==> config.mk <==
export PLATFORM = sky130hd
export DESIGN_NAME = motor_ramp_driver
export DESIGN_NICKNAME = d
export VERILOG_FILES = /design/src/rtl/motor_ramp_driver.sv
export SDC_FILE = /design/constraint.sdc
export NUM_CORES = 1
export LEC_CHECK = 0
export ABC_CLOCK_PERIOD_IN_PS = 3400
export CORE_MARGIN = 2
export CORE_UTILIZATION = 42
export CTS_BUF_LIST = sky130_fd_sc_hd__clkbuf_4
export CTS_CLUSTER_SIZE = 28
export DETAILED_ROUTE_END_ITERATION = 10
export GPL_TIMING_DRIVEN = 0
export MAX_ROUTING_LAYER = met4
export PLACE_DENSITY = 0.66
export SYNTH_ARGS = -nofsm -noshare
export SYNTH_HDL_FRONTEND = slang
export SYNTH_SLANG_ARGS = --single-unit
==> constraint.sdc <==
create_clock -name clk -period 3.4 [get_ports clk]
set_input_delay 0.68 -clock clk [delete_from_list [all_inputs] [get_ports clk]]
set_output_delay 0.68 -clock clk [all_outputs]
set_load 0.05 [all_outputs]
==> src/rtl/motor_ramp_driver.sv <==
// motor_ramp_driver
// Turns the 3-bit direction code from the direction FSM into H-bridge drive:
// a soft-start/soft-stop PWM duty ramp, polarity pins, and a coast period
// that every polarity reversal must pass through.
module motor_ramp_driver #(
    parameter int PWM_BITS         = 8,
    parameter int MAX_DUTY         = 200,
    parameter int RAMP_STEP_CYCLES = 50000,
    parameter int DEAD_CYCLES      = 5000000
) (
    input  logic                clk,
    input  logic                reset,
    input  logic [2:0]          direction,
    output logic                motor_pwm,
    output logic                motor_in1,
    output logic                motor_in2,
    output logic [PWM_BITS-1:0] duty,
    output logic                busy
);

    // One counter serves both the ramp step timer and the dead-time timer,
    // so it is sized for whichever of the two is longer.
    localparam int CNT_LIMIT = (DEAD_CYCLES > RAMP_STEP_CYCLES) ? DEAD_CYCLES : RAMP_STEP_CYCLES;
    localparam int CNT_W     = (CNT_LIMIT > 1) ? $clog2(CNT_LIMIT) : 1;

    localparam logic [CNT_W-1:0]    STEP_LAST    = CNT_W'(RAMP_STEP_CYCLES - 1);
    localparam logic [CNT_W-1:0]    DEAD_LAST    = CNT_W'(DEAD_CYCLES - 1);
    localparam logic [PWM_BITS-1:0] DUTY_MAX     = PWM_BITS'(MAX_DUTY);
    localparam logic [PWM_BITS-1:0] DUTY_PRE_MAX = PWM_BITS'(MAX_DUTY - 1);
    localparam logic [PWM_BITS-1:0] DUTY_ZERO    = '0;
    localparam logic [PWM_BITS-1:0] DUTY_ONE     = PWM_BITS'(1);

    // Direction codes that request motion; every other code means stop.
    localparam logic [2:0] DIR_FWD = 3'd1;
    localparam logic [2:0] DIR_BWD = 3'd3;

    typedef enum logic [2:0] {
        ST_STOPPED,
        ST_RAMP_UP,
        ST_RUN,
        ST_RAMP_DOWN,
        ST_DEAD
    } state_t;

    state_t                state_q,   state_d;
    logic [2:0]            dir_q;
    logic [PWM_BITS-1:0]   duty_q,    duty_d;
    logic                  rev_q,     rev_d;
    logic [CNT_W-1:0]      cnt_q,     cnt_d;
    logic [PWM_BITS-1:0]   pwm_cnt_q;
    logic                  pwm_q,     pwm_d;
    logic                  in1_q,     in1_d;
    logic                  in2_q,     in2_d;

    // Decoded target, always taken from the registered direction code.
    logic run_tgt;
    logic tgt_rev;
    logic hold_tgt;
    logic step_hit;
    logic dead_done;

    assign run_tgt   = (dir_q == DIR_FWD) || (dir_q == DIR_BWD);
    assign tgt_rev   = (dir_q == DIR_BWD);
    // Target asks to keep running with the polarity already latched.
    assign hold_tgt  = run_tgt && (tgt_rev == rev_q);
    assign step_hit  = (cnt_q == STEP_LAST);
    assign dead_done = (cnt_q == DEAD_LAST);

    // Register the incoming direction code once before it is decoded.
    // NOTE: sequential state is assigned with <= so every register samples
    // the pre-edge values; a blocking = here would let later statements see
    // already-updated values and break the register chain.
    always_ff @(posedge clk) begin
        if (reset) begin
            dir_q <= 3'd0;
        end else begin
            dir_q <= direction;
        end
    end

    // Next-state, duty and polarity decisions for the ramp controller.
    // NOTE: every signal written here gets a default first, so no path can
    // leave one unassigned and infer a latch.
    always_comb begin
        state_d = state_q;
        duty_d  = duty_q;
        rev_d   = rev_q;

        case (state_q)
            ST_STOPPED: begin
                if (run_tgt) begin
                    rev_d   = tgt_rev;
                    state_d = ST_RAMP_UP;
                end
            end

            ST_RAMP_UP: begin
                if (!hold_tgt) begin
                    // Stop or opposite polarity: begin slowing from the current duty.
                    state_d = ST_RAMP_DOWN;
                end else if (duty_q >= DUTY_MAX) begin
                    // Re-entered from a ramp-down that had not yet stepped.
                    state_d = ST_RUN;
                end else if (step_hit) begin
                    duty_d = duty_q + DUTY_ONE;
                    if (duty_q == DUTY_PRE_MAX) begin
                        state_d = ST_RUN;
                    end
                end
            end

            ST_RUN: begin
                if (!hold_tgt) begin
                    state_d = ST_RAMP_DOWN;
                end
            end

            ST_RAMP_DOWN: begin
                if (hold_tgt) begin
                    // Same polarity requested again: climb back without coasting.
                    state_d = ST_RAMP_UP;
                end else if (duty_q == DUTY_ZERO) begin
                    state_d = ST_DEAD;
                end else if (step_hit) begin
                    duty_d = duty_q - DUTY_ONE;
                    if (duty_q == DUTY_ONE) begin
                        state_d = ST_DEAD;
                    end
                end
            end

            ST_DEAD: begin
                // Target is deliberately ignored until the coast time expires.
                if (dead_done) begin
                    state_d = ST_STOPPED;
                end
            end

            default: begin
                state_d = ST_STOPPED;
                duty_d  = DUTY_ZERO;
            end
        endcase
    end

    // Step / dead-time counter: cleared on every state entry and after each duty step.
    always_comb begin
        cnt_d = '0;
        if (state_d != state_q) begin
            cnt_d = '0;
        end else if ((state_q == ST_RAMP_UP) || (state_q == ST_RAMP_DOWN)) begin
            cnt_d = step_hit ? '0 : cnt_q + CNT_W'(1);
        end else if (state_q == ST_DEAD) begin
            cnt_d = cnt_q + CNT_W'(1);
        end
    end

    // Polarity pins follow the next state so they switch on the same edge as it.
    always_comb begin
        logic active_d;
        active_d = (state_d == ST_RAMP_UP) || (state_d == ST_RUN) || (state_d == ST_RAMP_DOWN);
        in1_d    = active_d && !rev_d;
        in2_d    = active_d &&  rev_d;
    end

    // PWM compare of the free-running counter against the current duty.
    assign pwm_d = (pwm_cnt_q < duty_q);

    // Controller state, duty, polarity and pin registers.
    always_ff @(posedge clk) begin
        if (reset) begin
            state_q <= ST_STOPPED;
            duty_q  <= DUTY_ZERO;
            rev_q   <= 1'b0;
            cnt_q   <= '0;
            in1_q   <= 1'b0;
            in2_q   <= 1'b0;
        end else begin
            state_q <= state_d;
            duty_q  <= duty_d;
            rev_q   <= rev_d;
            cnt_q   <= cnt_d;
            in1_q   <= in1_d;
            in2_q   <= in2_d;
        end
    end

    // Free-running PWM counter with natural wrap and registered PWM output.
    always_ff @(posedge clk) begin
        if (reset) begin
            pwm_cnt_q <= '0;
            pwm_q     <= 1'b0;
        end else begin
            pwm_cnt_q <= pwm_cnt_q + PWM_BITS'(1);
            pwm_q     <= pwm_d;
        end
    end

    assign motor_pwm = pwm_q;
    assign motor_in1 = in1_q;
    assign motor_in2 = in2_q;
    assign duty      = duty_q;
    assign busy      = (state_q != ST_STOPPED);

endmodule

# Yosys cells after proc, flatten, opt, wreduce, memory -nomap -nowiden
# Index checks and enable logic that the tools add are counted.
[classes]
order_cmp = 2
addsub = 4
n_bitwise = 1
mux = 24
reduce_logical = 14
n_eq_ne = 21
[ops]
columns = ["op", "n"]
rows = [
  ["23-bit two-way mux", 3],
  ["8-bit two-way mux", 6],
  ["3-bit two-way mux", 11],
  ["8-bit one-hot mux with 3 select lines", 1],
  ["23-bit by 1-bit adder with 23-bit output (second input constant)", 1],
  ["23-bit by 16-bit equality test with 1-bit output (second input constant)", 1],
  ["23-bit equality test (second input constant)", 1],
  ["8-bit by 1-bit adder with 8-bit output (second input constant)", 2],
  ["3-bit by 2-bit equality test with 1-bit output (second input constant)", 5],
  ["3-bit one-hot mux with 5 select lines", 1],
  ["2-bit inequality test (second input constant)", 6],
  ["3-bit by 1-bit equality test with 1-bit output (second input constant)", 3],
  ["8-bit by 1-bit equality test with 1-bit output (second input constant)", 1],
  ["8-bit equality test (second input constant)", 1],
  ["8-bit greater-or-equal comparator (second input constant)", 1],
  ["8-bit zero test", 1],
  ["8-bit less-than comparator", 1],
  ["8-bit by 1-bit subtractor with 8-bit output (second input constant)", 1],
  ["7-bit AND reduction", 1],
  ["1-bit logical OR", 4],
  ["3-bit equality test (second input constant)", 1],
  ["1-bit logical AND", 3],
  ["3-bit zero test", 1],
  ["3-bit inequality test", 1],
  ["7 further kinds", 8],
]
[totals]
output_inout_bits = 12
regBits = 49
input_bits = 5

# Longest topological paths before layout
# Gate-level depths: netlist of run 1.
[depth]
ltp_word = 10
ltp_mapped = 8
depth_no_buf = 7

# Worst setup path before layout of run 1
# No wires, ideal clock.
[synth_path]
path_kind = "register to register"
from = "register duty_q[0] (netlist: duty[0])"
to = "register duty_q[2] (netlist: duty[2])"
period_less_slack_ns = 2.209
arrival_time_ns = 2.141
setup_ns = 0.069
path_buffers = 0
stages_incl_launch_ff = 8
slack_ns = 1.191
path_cell_list = "dfxtp_1 inv_1 ha_1 and3_2 o22ai_2 nand3_2 or3_1 o21ai_1"
[synth_between]
elab_chain_cells = 5
word_cells_on_any_way = 14
[synth_rtl]
columns = ["element", "line_no", "text"]
rows = [
  ["start, declared", "47", "logic [PWM_BITS-1:0] duty_q, duty_d;"],
  ["start signal, assigned", "180", "duty_q <= duty_d;"],
  ["8-bit by 1-bit subtractor with 8-bit output / 8-bit by 1-bit adder with 8-bit output (equally long branches)", "125, 105", ""],
  ["8-bit two-way mux, on equally long branches", "124, 104", ""],
  ["8-bit two-way mux, on equally long branches", "122, 101", ""],
  ["8-bit two-way mux, on equally long branches", "119, 98", ""],
  ["8-bit one-hot mux with 3 select lines", "89", "case (state_q)"],
]
# Several ways; a longest one is shown, not always the timed one. The select of a mux whose other input is x is not followed.
# A chain may end at the register's enable or synchronous reset.

# Worst setup path after layout of run 1
[layout_path]
from = "register state_q[1]"
to = "output busy"
[layout_between]
elab_chain_cells = 1
[layout_rtl]
columns = ["element", "line_no", "text"]
rows = [
  ["start, declared", "45", "state_t state_q, state_d;"],
  ["start signal, assigned", "179", "state_q <= state_d;"],
  ["3-bit nonzero test", "203", "assign busy = (state_q != ST_STOPPED);"],
  ["end, declared", "18", "output logic busy"],
]
# Every way passes these cells.

==> results of run 1 <==
==> stage by stage <==
stage	utilization	cells	total power, W	cell area, µm²
after floorplan	-	306	0.000783	2710
after global placement	0.473	399	0.000839	2970
after detailed placement	0.473	399	0.000841	2970
after CTS	0.480	406	0.00111	3020
after global routing	0.480	406	0.00115	3020
final	0.480	406	0.00109	3020
==> final cells by class <==
class / instances / area (µm²)
Sequential cell: 49 / 981
Inverter: 15 / 56.3
Clock inverter: 1 / 3.75
Tap cell: 77 / 96.3
Clock buffer: 6 / 45.0
Fill cell: 628 / 3260
Multi-Input combinational cell: 235 / 1610
Buffer: 7 / 60.1
Timing Repair Buffer: 16 / 160
==> registers in the layout (all words and copies together) (netlist names), 3 cells and up <==
signal / count
dir_q: 3
cnt_q: 23
pwm_cnt_q: 8
duty: 8
state_q: 3
==> power breakdown <==
part	total [W]	switching (W)	internal [W]
Combinational	0.000225	0.000142	0.0000827
Sequential	0.000604	0.0000121	0.000592
Clock	0.000261	0.000177	0.0000836
Total	0.00109	0.000332	0.000758
==> kinds of logic (layout without fill, tap and decap cells) <==
group / count (synthesis) / in the layout / share of synthesized area
and+or+nand+nor: 142 / 142 / 0.301
DFF: 49 / 49 / 0.362
AOI/OAI and AO/OA: 48 / 48 / 0.130
xor gates and xnor gates: 30 / 30 / 0.0970
buffers and inverters: 22 / 45 / 0.0429
adders and majority gates: 13 / 13 / 0.0600
muxes: 2 / 2 / 0.00739
==> worst register-to-register path: cells and delay by family (launching register included) <==
kind                       cells  cell delay, ps
AOI/OAI and AO/OA              3            1060
DFF                            1             360
adders and majority gates      1             220
and+or+nand+nor                3             460
==> final timing paths <==
check                                              from                       to  slack, ps  depth (start not counted)
worst max-delay path              state_q[1]$_SDFF_PP0_                     busy        770                          3
worst min-delay path            pwm_cnt_q[0]$_SDFF_PP0_  pwm_cnt_q[0]$_SDFF_PP0_        480                          1
worst max register to register      cnt_q[0]$_SDFF_PP0_     motor_in2$_SDFF_PP0_       1160                          7
worst min register to register  pwm_cnt_q[0]$_SDFF_PP0_  pwm_cnt_q[0]$_SDFF_PP0_        480                          1
==> per-layer routing <==
metal	global-route usage	vias to the layer above	part of all wire
met5	-	-	0
met4	0.0462	0	0.0073
met3	0.0305	4	0.034
met2	0.259	34	0.45
met1	0.228	1040	0.51
li1	-	1125	-
==> placed cells by master, fill, tap and decap left out, drive strengths merged, types with 6 or more instances in the layout <==
| cell type | instances |
|---|---|
| clkbuf | 8 |
| xnor2 | 18 |
| and3 | 10 |
| nor2b | 7 |
| nor2 | 51 |
| nor3 | 12 |
| clkdlybuf4s50 | 16 |
| inv | 15 |
| o31ai | 6 |
| xor2 | 12 |
| dfxtp | 49 |
| o21ai | 14 |
| nand3 | 20 |
| nand2 | 12 |
| ha | 13 |
==> impl_metrics.toml, run 1 <==
[logic_synthesis]
synth.most_common_cell = "dfxtp_1"
yosys-top-cells-count = "dfxtp_1 (49), nor2_1 (40), xnor2_1 (18), nand3_1 (17)"
ys.flop_type = "dfxtp_1"
syn_area_um2 = 2710
postSynthAreaPerCell_um2 = 8.86
ys_warn_count = 0
syn_nets = 324
ys_types = 54
yosysSeqAreaShare = 0.362
synth_edf_count = 0
synth_top_area_share = 0.362
synth_cells = 306
yosys-top-cells-area = "dfxtp_1 (36%), ha_1 (6.0%), xnor2_1 (5.8%)"
ys_seq_elements = 49
ys_async_sr_fraction = 0
synth_top_cell_by_area = "dfxtp_1"

[cts]
cts_htree_levels = 2
clockBufferDepth = 2
cts_setup_buffers = 0
clock_latency_ps = 360
cts_buffers = 5
cts_hold_buf = 0
ctsResizeCount = 0
cts.sinks = 49
cts_tree = "built"
path_clk_slew_ps = 120
cts_root_buffer = "clkbuf_4"

[global_routing]
antenna_found_initial = 0
grt_max_degree = 14
grt_overflow_total = 0
grt_usage = 0.168
grt_pass1_wl_um = 9640
grt_pass1_vias = 2087

[floorplan]
die_h_um = 84.3
coreArea_um2 = 6280
rows = 29
die_area_um2 = 7110
boundaryPins = 17
die_w_um = 84.3
start_util = 0.432

[worst_setup_path]
crit_fanout = 7
cp.required_ps = 2720
critPathTopFamily = "buffers and inverters"
crit_path_max_incr_delay_ps = 810
path_class = "reg -> out"
cp.arrival_ps = 1950
cp-end-kind = "output port"
path_buf_inv = 2
cp-start-kind = "register"
cp_cell_sequence = "inv_1, nand3_1, clkdlybuf4s50_1"
crit_slowest_cell = "clkdlybuf4s50_1"

[route]
drcViolationCount = 0
routed_wl_um = 5460
drtIter0Drc = 126
dr_total_vias = 2203
wl_per_cell_um = 13.4
post_drt_via_cell_ratio = 5.43
drtAntennaViolNets = 0
dr.pass1.iters = 4

[power_and_ir_drop]
leakagePower_nw = 0.984
vdd_ir_drop_max_mv = 0.198
p_per_area_nw_per_um2 = 361

[timing]
fmax_mhz = 381
setup-tns-final_ps = 0
finalClockSkew_ps = 12.3
hold_violations = 0
rsz0062_at_grt = "no"
worstMarginPinSlew_ps = 578
whs_ps = 483
finalSetupViolations = 0
fin_crit_sh = 0.773
drv_slew = 0
relSlewSlack = 0.609
period_minus_slack_ps = 2630
worst_slack_ps = 773

[job]
cap_violations = 0

[run_status]
status = "finished, final reports clean"

[placed_design]
hpwl_um = 4140
gp_congestion = 0.872
place_worst_setup_slack_ps = 959
io_buffers = 16

[cells_and_area]
synthToLayoutAreaGrowth_pct = 11.3
final_nets = 347
antenna_cells = 0
drive_above_1_share = 0.122

[hold_path]
hp-class = "reg -> reg"
Note: power is estimated with default switching activity, not from simulation.
==> run 2, diff against run 1 <==
ABC_CLOCK_PERIOD_IN_PS = 2650   (was 3400)
clock period = 2.65 ns   (was 3.4 ns; I/O delays follow)
==> results of run 2 <==
The final DEF is identical to that of run 1. Status: finished, final reports clean.
Among the figures that moved: setup slack after placement 959 ps -> 359 ps; setup slack after layout 773 ps -> 173 ps; register-to-register setup slack 1160 ps -> 410 ps; total power 0.00109 W -> 0.00140 W; worst IR drop on VDD 0.198 mV -> 0.255 mV
